--- src/rtl/eth_tx_rate_adapter.sv ---
// rtl/eth_tx_rate_adapter.sv - 10/100/1000 Ethernet TX rate adapter using symbol clock-enables
module eth_tx_rate_adapter #(
  parameter int           DIV_100       = 5,
  parameter int           DIV_10        = 50,
  parameter int           IFG_BYTES     = 12,
  parameter logic [1:0]   DEFAULT_SPEED = 2'b10
) (
  input  logic       sys_clk,
  input  logic       rst,
  input  logic [1:0] speed,
  input  logic [7:0] s_data,
  input  logic       s_valid,
  input  logic       s_last,
  output logic       s_ready,
  output logic [7:0] txd,
  output logic       tx_en,
  output logic       tx_er,
  output logic       tx_ce,
  output logic       mii_clk,
  output logic [1:0] speed_active,
  output logic       busy
);

  localparam int CW = $clog2(DIV_10 + 1);
  localparam int IW = $clog2(2 * IFG_BYTES + 1);

  localparam logic [1:0] S_IDLE = 2'd0;
  localparam logic [1:0] S_SEND = 2'd1;
  localparam logic [1:0] S_DROP = 2'd2;
  localparam logic [1:0] S_IFG  = 2'd3;

  logic [1:0]    r_state;
  logic [CW-1:0] r_cnt;
  logic [1:0]    r_speed;
  logic          r_pend_hi;
  logic          r_last_seen;
  logic [3:0]    r_hi;
  logic [IW-1:0] r_ifg;

  logic          w_gmii;
  logic          w_ce;
  logic          w_need;
  logic          w_acc;
  logic          w_speed_ld;
  logic [CW-1:0] w_div_m1;
  logic [CW-1:0] w_half;
  logic [IW-1:0] w_ifg_m1;

  // 2'b10 and 2'b11 both mean 1000 Mb/s, so bit 1 alone selects byte mode
  assign w_gmii   = r_speed[1];
  assign w_div_m1 = (r_speed == 2'b01) ? CW'(DIV_100 - 1) : CW'(DIV_10 - 1);
  assign w_half   = (r_speed == 2'b01) ? CW'(DIV_100 / 2) : CW'(DIV_10 / 2);
  assign w_ce     = w_gmii | (r_cnt == w_div_m1);
  assign w_need   = w_gmii | ~r_pend_hi;
  assign w_ifg_m1 = w_gmii ? IW'(IFG_BYTES - 1) : IW'(2 * IFG_BYTES - 1);
  assign w_acc    = s_valid & s_ready;
  // a rate change is only taken between frames, never on the edge that starts one
  assign w_speed_ld = (r_state == S_IDLE) && !w_acc && (speed != r_speed);

  assign tx_ce        = w_ce;
  assign mii_clk      = !w_gmii && (r_cnt >= w_half);
  assign speed_active = r_speed;
  assign busy         = (r_state != S_IDLE);

  // input handshake depends only on state, nibble phase and the symbol strobe
  always_comb begin
    s_ready = 1'b0;
    case (r_state)
      S_IDLE:  s_ready = w_ce;
      S_SEND:  s_ready = w_ce && w_need && !r_last_seen;
      S_DROP:  s_ready = 1'b1;
      default: s_ready = 1'b0;
    endcase
  end

  // symbol divider; held at 0 in byte mode and restarted on a rate change
  always_ff @(posedge sys_clk) begin
    if (rst) begin
      r_cnt <= '0;
    end else if (w_speed_ld || w_gmii || (r_cnt == w_div_m1)) begin
      r_cnt <= '0;
    end else begin
      r_cnt <= r_cnt + CW'(1);
    end
  end

  // rate in force, loaded from the request only while idle
  always_ff @(posedge sys_clk) begin
    if (rst) begin
      r_speed <= DEFAULT_SPEED;
    end else if (w_speed_ld) begin
      r_speed <= speed;
    end
  end

  // frame FSM and registered GMII/MII outputs, advanced on symbol strobes
  always_ff @(posedge sys_clk) begin
    if (rst) begin
      r_state     <= S_IDLE;
      txd         <= '0;
      tx_en       <= 1'b0;
      tx_er       <= 1'b0;
      r_pend_hi   <= 1'b0;
      r_last_seen <= 1'b0;
      r_hi        <= '0;
      r_ifg       <= '0;
    end else if (w_ce) begin
      txd   <= '0;
      tx_en <= 1'b0;
      tx_er <= 1'b0;
      case (r_state)
        S_IDLE: begin
          if (s_valid) begin
            txd         <= w_gmii ? s_data : {4'b0000, s_data[3:0]};
            tx_en       <= 1'b1;
            r_hi        <= s_data[7:4];
            r_pend_hi   <= !w_gmii;
            r_last_seen <= s_last;
            r_state     <= S_SEND;
          end
        end
        S_SEND: begin
          if (w_need && !r_last_seen) begin
            if (s_valid) begin
              txd         <= w_gmii ? s_data : {4'b0000, s_data[3:0]};
              tx_en       <= 1'b1;
              r_hi        <= s_data[7:4];
              r_pend_hi   <= !w_gmii;
              r_last_seen <= s_last;
            end else begin
              // underrun: one error symbol, then discard the rest of the frame
              tx_en   <= 1'b1;
              tx_er   <= 1'b1;
              r_state <= S_DROP;
            end
          end else if (r_pend_hi) begin
            txd       <= {4'b0000, r_hi};
            tx_en     <= 1'b1;
            r_pend_hi <= 1'b0;
          end else begin
            // this strobe drops tx_en and is the first symbol of the gap
            r_ifg   <= IW'(1);
            r_state <= S_IFG;
          end
        end
        S_DROP: begin
          if (s_valid && s_last) begin
            r_ifg   <= IW'(1);
            r_state <= S_IFG;
          end
        end
        default: begin
          // leave one symbol early so the next frame can start on the strobe that ends the gap
          if (r_ifg == w_ifg_m1) begin
            r_state <= S_IDLE;
          end else begin
            r_ifg <= r_ifg + IW'(1);
          end
        end
      endcase
    end else if ((r_state == S_DROP) && s_valid && s_last) begin
      // frame end seen between MII strobes: gap counting starts at the next strobe
      r_ifg   <= '0;
      r_state <= S_IFG;
    end
  end

endmodule

--- config.mk ---
export PLATFORM = sky130hd
export DESIGN_NAME = eth_tx_rate_adapter
export DESIGN_NICKNAME = d
export VERILOG_FILES = /design/src/rtl/eth_tx_rate_adapter.sv
export SDC_FILE = /design/constraint.sdc
export NUM_CORES = 1
export LEC_CHECK = 0
export ABC_AREA = 1
export CAP_MARGIN = 20
export CORE_MARGIN = 5
export CORE_UTILIZATION = 33
export CTS_CLUSTER_SIZE = 8
export DETAILED_ROUTE_END_ITERATION = 16
export PLACE_DENSITY = 0.5
export SLEW_MARGIN = 10
export SYNTH_ARGS = -nofsm -noshare
export SYNTH_HDL_FRONTEND = slang
export SYNTH_SLANG_ARGS = --single-unit
--- constraint.sdc ---
create_clock -name sys_clk -period 3.93 [get_ports sys_clk]
set_clock_uncertainty 0.2 [all_clocks]
set_input_delay 0.786 -clock sys_clk [delete_from_list [all_inputs] [get_ports sys_clk]]
set_output_delay 0.786 -clock sys_clk [all_outputs]
set_load 0.05 [all_outputs]
==> flow_summary.yaml <==
status:
  status: "finished, final reports clean"
logic_synthesis:
  yosysSeqAreaShare_pct: 34.5
  yosysWarningCount: 0
  yosys.area_share.simple_pct: 33.8
  yosysTopAreaCellShare_pct: 34.5
  synth_area_leader_cell: "dfxtp_1"
  post_synth_instance_area_mm2: 0.00180
  synthAdderAreaFrac_pct: 6.96
  ys_async_sr_fraction_pct: 0
  syn_avg_cell_area_um2: 6.96
  synth.area.mux_share_pct: 0
  synthCells: 258
  ys_ff_latch: 31
  synth_xor_area_share_pct: 3.90
  ys_top_cells_by_count: "nand2_1, dfxtp_1, inv_1, nor2_1, nand3_1"
  synth-edff-count: 0
  synth_nets: 282
  synthTopCellsByArea: "dfxtp_1, nand2_1, nand3_1"
  synth_flop_cell: "dfxtp_1"
  synth_compound_area_share_pct: 11.6
  synth_top_family_by_area: "simple AND/OR/NAND/NOR gates"
  yosysUniqueCellTypes: 28
  post-synth-top-count-cell: "nand2_1"
floorplan:
  die_h_um: 83.8
  io_pins: 30
  die_x_um: 83.8
  num_rows: 26
  dieArea_mm2: 0.00702
  coreArea_mm2: 0.00520
  initial_utilization_pct: 34.5
setup_path:
  crit_type: "flop to primary output"
  cp_max_fo: 4
  cp.required_ps: 2940
  worst_setup_path_end_kind: "primary output"
  critPathLaunchType: "flop"
  crit_arrival_ps: 2640
sta:
  whs_ps: 251
  fmax_mhz: 276
  tightest_slew_ps: 563
  tns_ps: 0
  relSlewSlack_pct: 62.4
  hold_viol_final: 0
  setup_viol: 0
  period_share_pct: 92.3
  drv_slew: 0
  rsz0062_at_grt: "false"
  fin_crit_ps: 3630
layout:
  drive_gt1_share_pct: 10.3
  nets: 314
  n_antenna_cell: 0
  final_area_mm2: 0.00226
  fillers: 574
  finish.utilization_pct: 43.5
  areaGrowthSynthToFinish_pct: 26.0
worst_hold_path:
  hp-class: "flop to flop"
power_and_ir_drop:
  power_mw: 1.63
  power_density_mw_per_mm2: 721
  vdd_drop_max_mv: 0.346
  p_leak_nw: 0.979
place:
  placed_cell_area_mm2: 0.00215
  port-buffer-count: 29
  hpwl_mm: 3.24
  place.gp.congestion: 0.762
clock_network:
  cts_resized: 0
  clock-root-buffer: "clkbuf_8"
  htree_levels: 2
  cts.sinks: 31
  clk_pin_slew_ps: 70
  cts_hold_buf: 0
  tritoncts: "built"
  cts_buffer_depth: 2
  clk_latency_ps: 280
  cts_setup_buffers: 0
  cts-buffers-inserted: 5
grt:
  grt_pass1_wl_mm: 7.36
  antenna_found_initial: 0
  grt_max_degree: 20
  grt_usage_pct: 13.1
  gr-total-overflow: 0
  grt_pass1_vias: 1547
detailed_routing:
  via_per_inst: 4.61
  wl_per_cell_um: 11.9
  dr.pass1.iters: 4
  postRouteAntennaNets: 0
  dr_total_vias: 1664
  wirelength_mm: 4.29
  first_iter_violations: 88
  drc: 0
flow_run:
  max_cap_violations: 0
==> state kept, by name, summed over array words and instances (netlist names) <==
| signal | flops |
|---|---|
| r_state | 2 |
| r_ifg | 5 |
| speed_active | 2 |
| txd | 8 |
| r_last_seen | 1 |
| r_hi | 4 |
| tx_er | 1 |
| r_pend_hi | 1 |
| tx_en | 1 |
| r_cnt | 6 |
==> worst max-delay path, stage by stage, from the launching register on <==
cell and delay (ps):
dfxtp_1 380, inv_1 80, nor2_1 170, inv_1 90
ha_1 290, o21ai_0 170, nand2_1 70, a21oi_1 120
nor2_1 50, o31ai_1 190, inv_1 60, clkdlybuf4s50_1 690
==> per-layer routing <==
| metal | wire, µm | GRT usage [%] | up-vias |
|---|---|---|---|
| li1 | - | - | 887 |
| met1 | 2130 | 17.6 | 733 |
| met2 | 1900 | 20.0 | 38 |
| met3 | 194 | 3.46 | 6 |
| met4 | 70 | 4.82 | 0 |
| met5 | 0 | 0 | - |
==> logic make-up after synthesis <==
family	count (synthesis)
simple gates	132
buf+inv	40
compound gates	37
flops	31
fa+ha+maj	10
xor+xnor	8
==> report_power, final <==
part	switching [mW]	leakage, nW	internal (mW)
registers	0.0425	0.253	0.381
logic	0.604	0.664	0.278
clock network	0.122	0.0612	0.205
total	0.768	0.979	0.864
==> per-stage QoR <==
stage          setup WS (ps)  instances
2_1_floorplan            419        258
3_3_place_gp             615        353
3_5_place_dp             592        353
4_1_cts                  273        361
5_1_grt                 84.9        361
6_report                 302        361
==> path summary, 6_finish.rpt <==
path	start	endpoint	slack [ps]	cells after the start
max reg2reg	speed_active[0]$_SDFFE_PP0P_	r_hi[1]$_SDFFE_PP0P_	1460	13
max	speed_active[0]$_SDFFE_PP0P_	mii_clk	300	11
min reg2reg	r_cnt[0]$_SDFF_PP0_	r_cnt[0]$_SDFF_PP0_	250	1
min	r_cnt[0]$_SDFF_PP0_	r_cnt[0]$_SDFF_PP0_	250	1
==> placed cells by master, fill, tap and decap left out, types with 3 or more instances in the layout <==
cell type and count:
nand3_2 3, ha_1 10, o21ai_0 17, nor2_1 29, nor3_1 3, clkbuf_8 6, dfxtp_1 31, xor2_1 5
xnor2_1 3, clkdlybuf4s50_1 28, nand2_2 6, inv_2 3, nand3_1 28, inv_1 31, nand2_1 55, a21oi_1 14
==> cell type report <==
class / instances / area, µm² / share of cell area (%)
Clock buffer: 6 / 82.6 / 3.65
Inverter: 35 / 131 / 5.80
Timing Repair Buffer: 30 / 295 / 13.0
Clock inverter: 2 / 35.0 / 1.55
Tap cell: 70 / 87.6 / 3.87
Multi-Input combinational cell: 187 / 1010 / 44.7
Sequential cell: 31 / 621 / 27.4
Note: power is estimated with default switching activity, not from simulation.
==> variant: new RTL, same settings <==
Change the parameter `IFG_BYTES` from 12 to 24.
--- a/src/rtl/eth_tx_rate_adapter.sv
+++ b/src/rtl/eth_tx_rate_adapter.sv
@@ -2,7 +2,7 @@
 module eth_tx_rate_adapter #(
   parameter int           DIV_100       = 5,
   parameter int           DIV_10        = 50,
-  parameter int           IFG_BYTES     = 12,
+  parameter int           IFG_BYTES     = 24,
   parameter logic [1:0]   DEFAULT_SPEED = 2'b10
 ) (
   input  logic       sys_clk,
Check against the original RTL: no difference found for any inputs over 10 cycles, from zero or initial values and one cycle with rst high; that may be too few to reach the edited logic, so the function may still have changed.
==> variant against the original RTL <==
Synthesized cell count is 6.2% higher. Sequential share of layout area fell by 0.17 points. Total power grew 1.8%. Wire length grew 5.8%. Cell area is 3.9% higher. Sequential cell count up 1. Area after synthesis grew 6.5%. Worst setup slack gained 0.0068 ns. Largest power group unchanged.
==> variant: results (changes against the original RTL) <==
| Metric | Value |
|---|---|
| Hold Path Depth | `2 (+1)` |
| Yosys cell types | `29 (+3.6%)` |
| Int Pwr | `0.8644 mW (about the same)` |
| WHS Endpoint | `txd[1]` |
| Cells after Synth | `274 (+6.2%)` |
| DP Wirelength | `3.422 mm (+5.7%)` |
| Fmax | `276.1 MHz (+0.19%)` |
| RR Endpoint | `r_ifg[2]` |
| Status | `complete, no violations` |
| Clk tree area frac | `0.04577 (-0.006193)` |
| Mapped Nets | `298 (+5.7%)` |
| Global-route wire length before repair | `7.797 mm (+6.0%)` |
| Nonclk inv count | `38 (+8.6%)` |
| Clock power share | `0.186 (-0.014)` |
| Synth Area in Adders | `0.06540 (-0.004236)` |
| Final Util | `0.4218 (-0.01308)` |
| Maximum vdd drop | `0.2621 mV (-24%)` |
| Final #Nets | `328 (+4.5%)` |
| Gr usage total | `0.1334 (+0.002605)` |
| FILL cells | `600 (+4.5%)` |
| Multi-input logic area | `0.001070 mm² (+5.8%)` |
| Commonest cells in the netlist | `66 x nand2_1, 32 x dfxtp_1, 32 x nor2_1` |
| CTS sink cnt | `32 (+3.2%)` |
| R2r setup slk | `1.28 ns (-0.18 ns)` |
| Crit path max fanout | `8 (+4)` |
| Placed cell count | `369 (+4.5%)` |
-- variant: cell count changes in the layout (fill, tap and decap cells not counted), sizes merged, moves of 2 or more --
cell,before,now
nand2,63,74
o21ai,19,13
inv,34,38
nand3b,0,3
nor2,32,35
a31oi,2,0
nor3,3,5
-- variant: routing by layer --
| metal | up-vias | global-route usage | routed length, µm |
|---|---|---|---|
| met5 | - | 0 | 0 |
| met4 | 0 | 0.05180 | 64 |
| met3 | 6 | 0.03842 | 206 |
| met2 | 35 | 0.2207 | 2086 |
| met1 | 761 | 0.1621 | 2180 |
| li1 | 927 | - | - |
-- variant: cells by family after synthesis --
family / count (synthesis)
fa+ha+maj: 10
compound gates: 30
xor+xnor: 8
buf+inv: 45
flops: 32
simple gates: 149
-- variant: tightest hold or removal path, delay by kind of cell (launching register included) --
| kind | cells | cell delay (ns) |
|---|---|---|
| AND/OR/NAND/NOR | 2 | 0.10 |
| flip-flops | 1 | 0.31 |
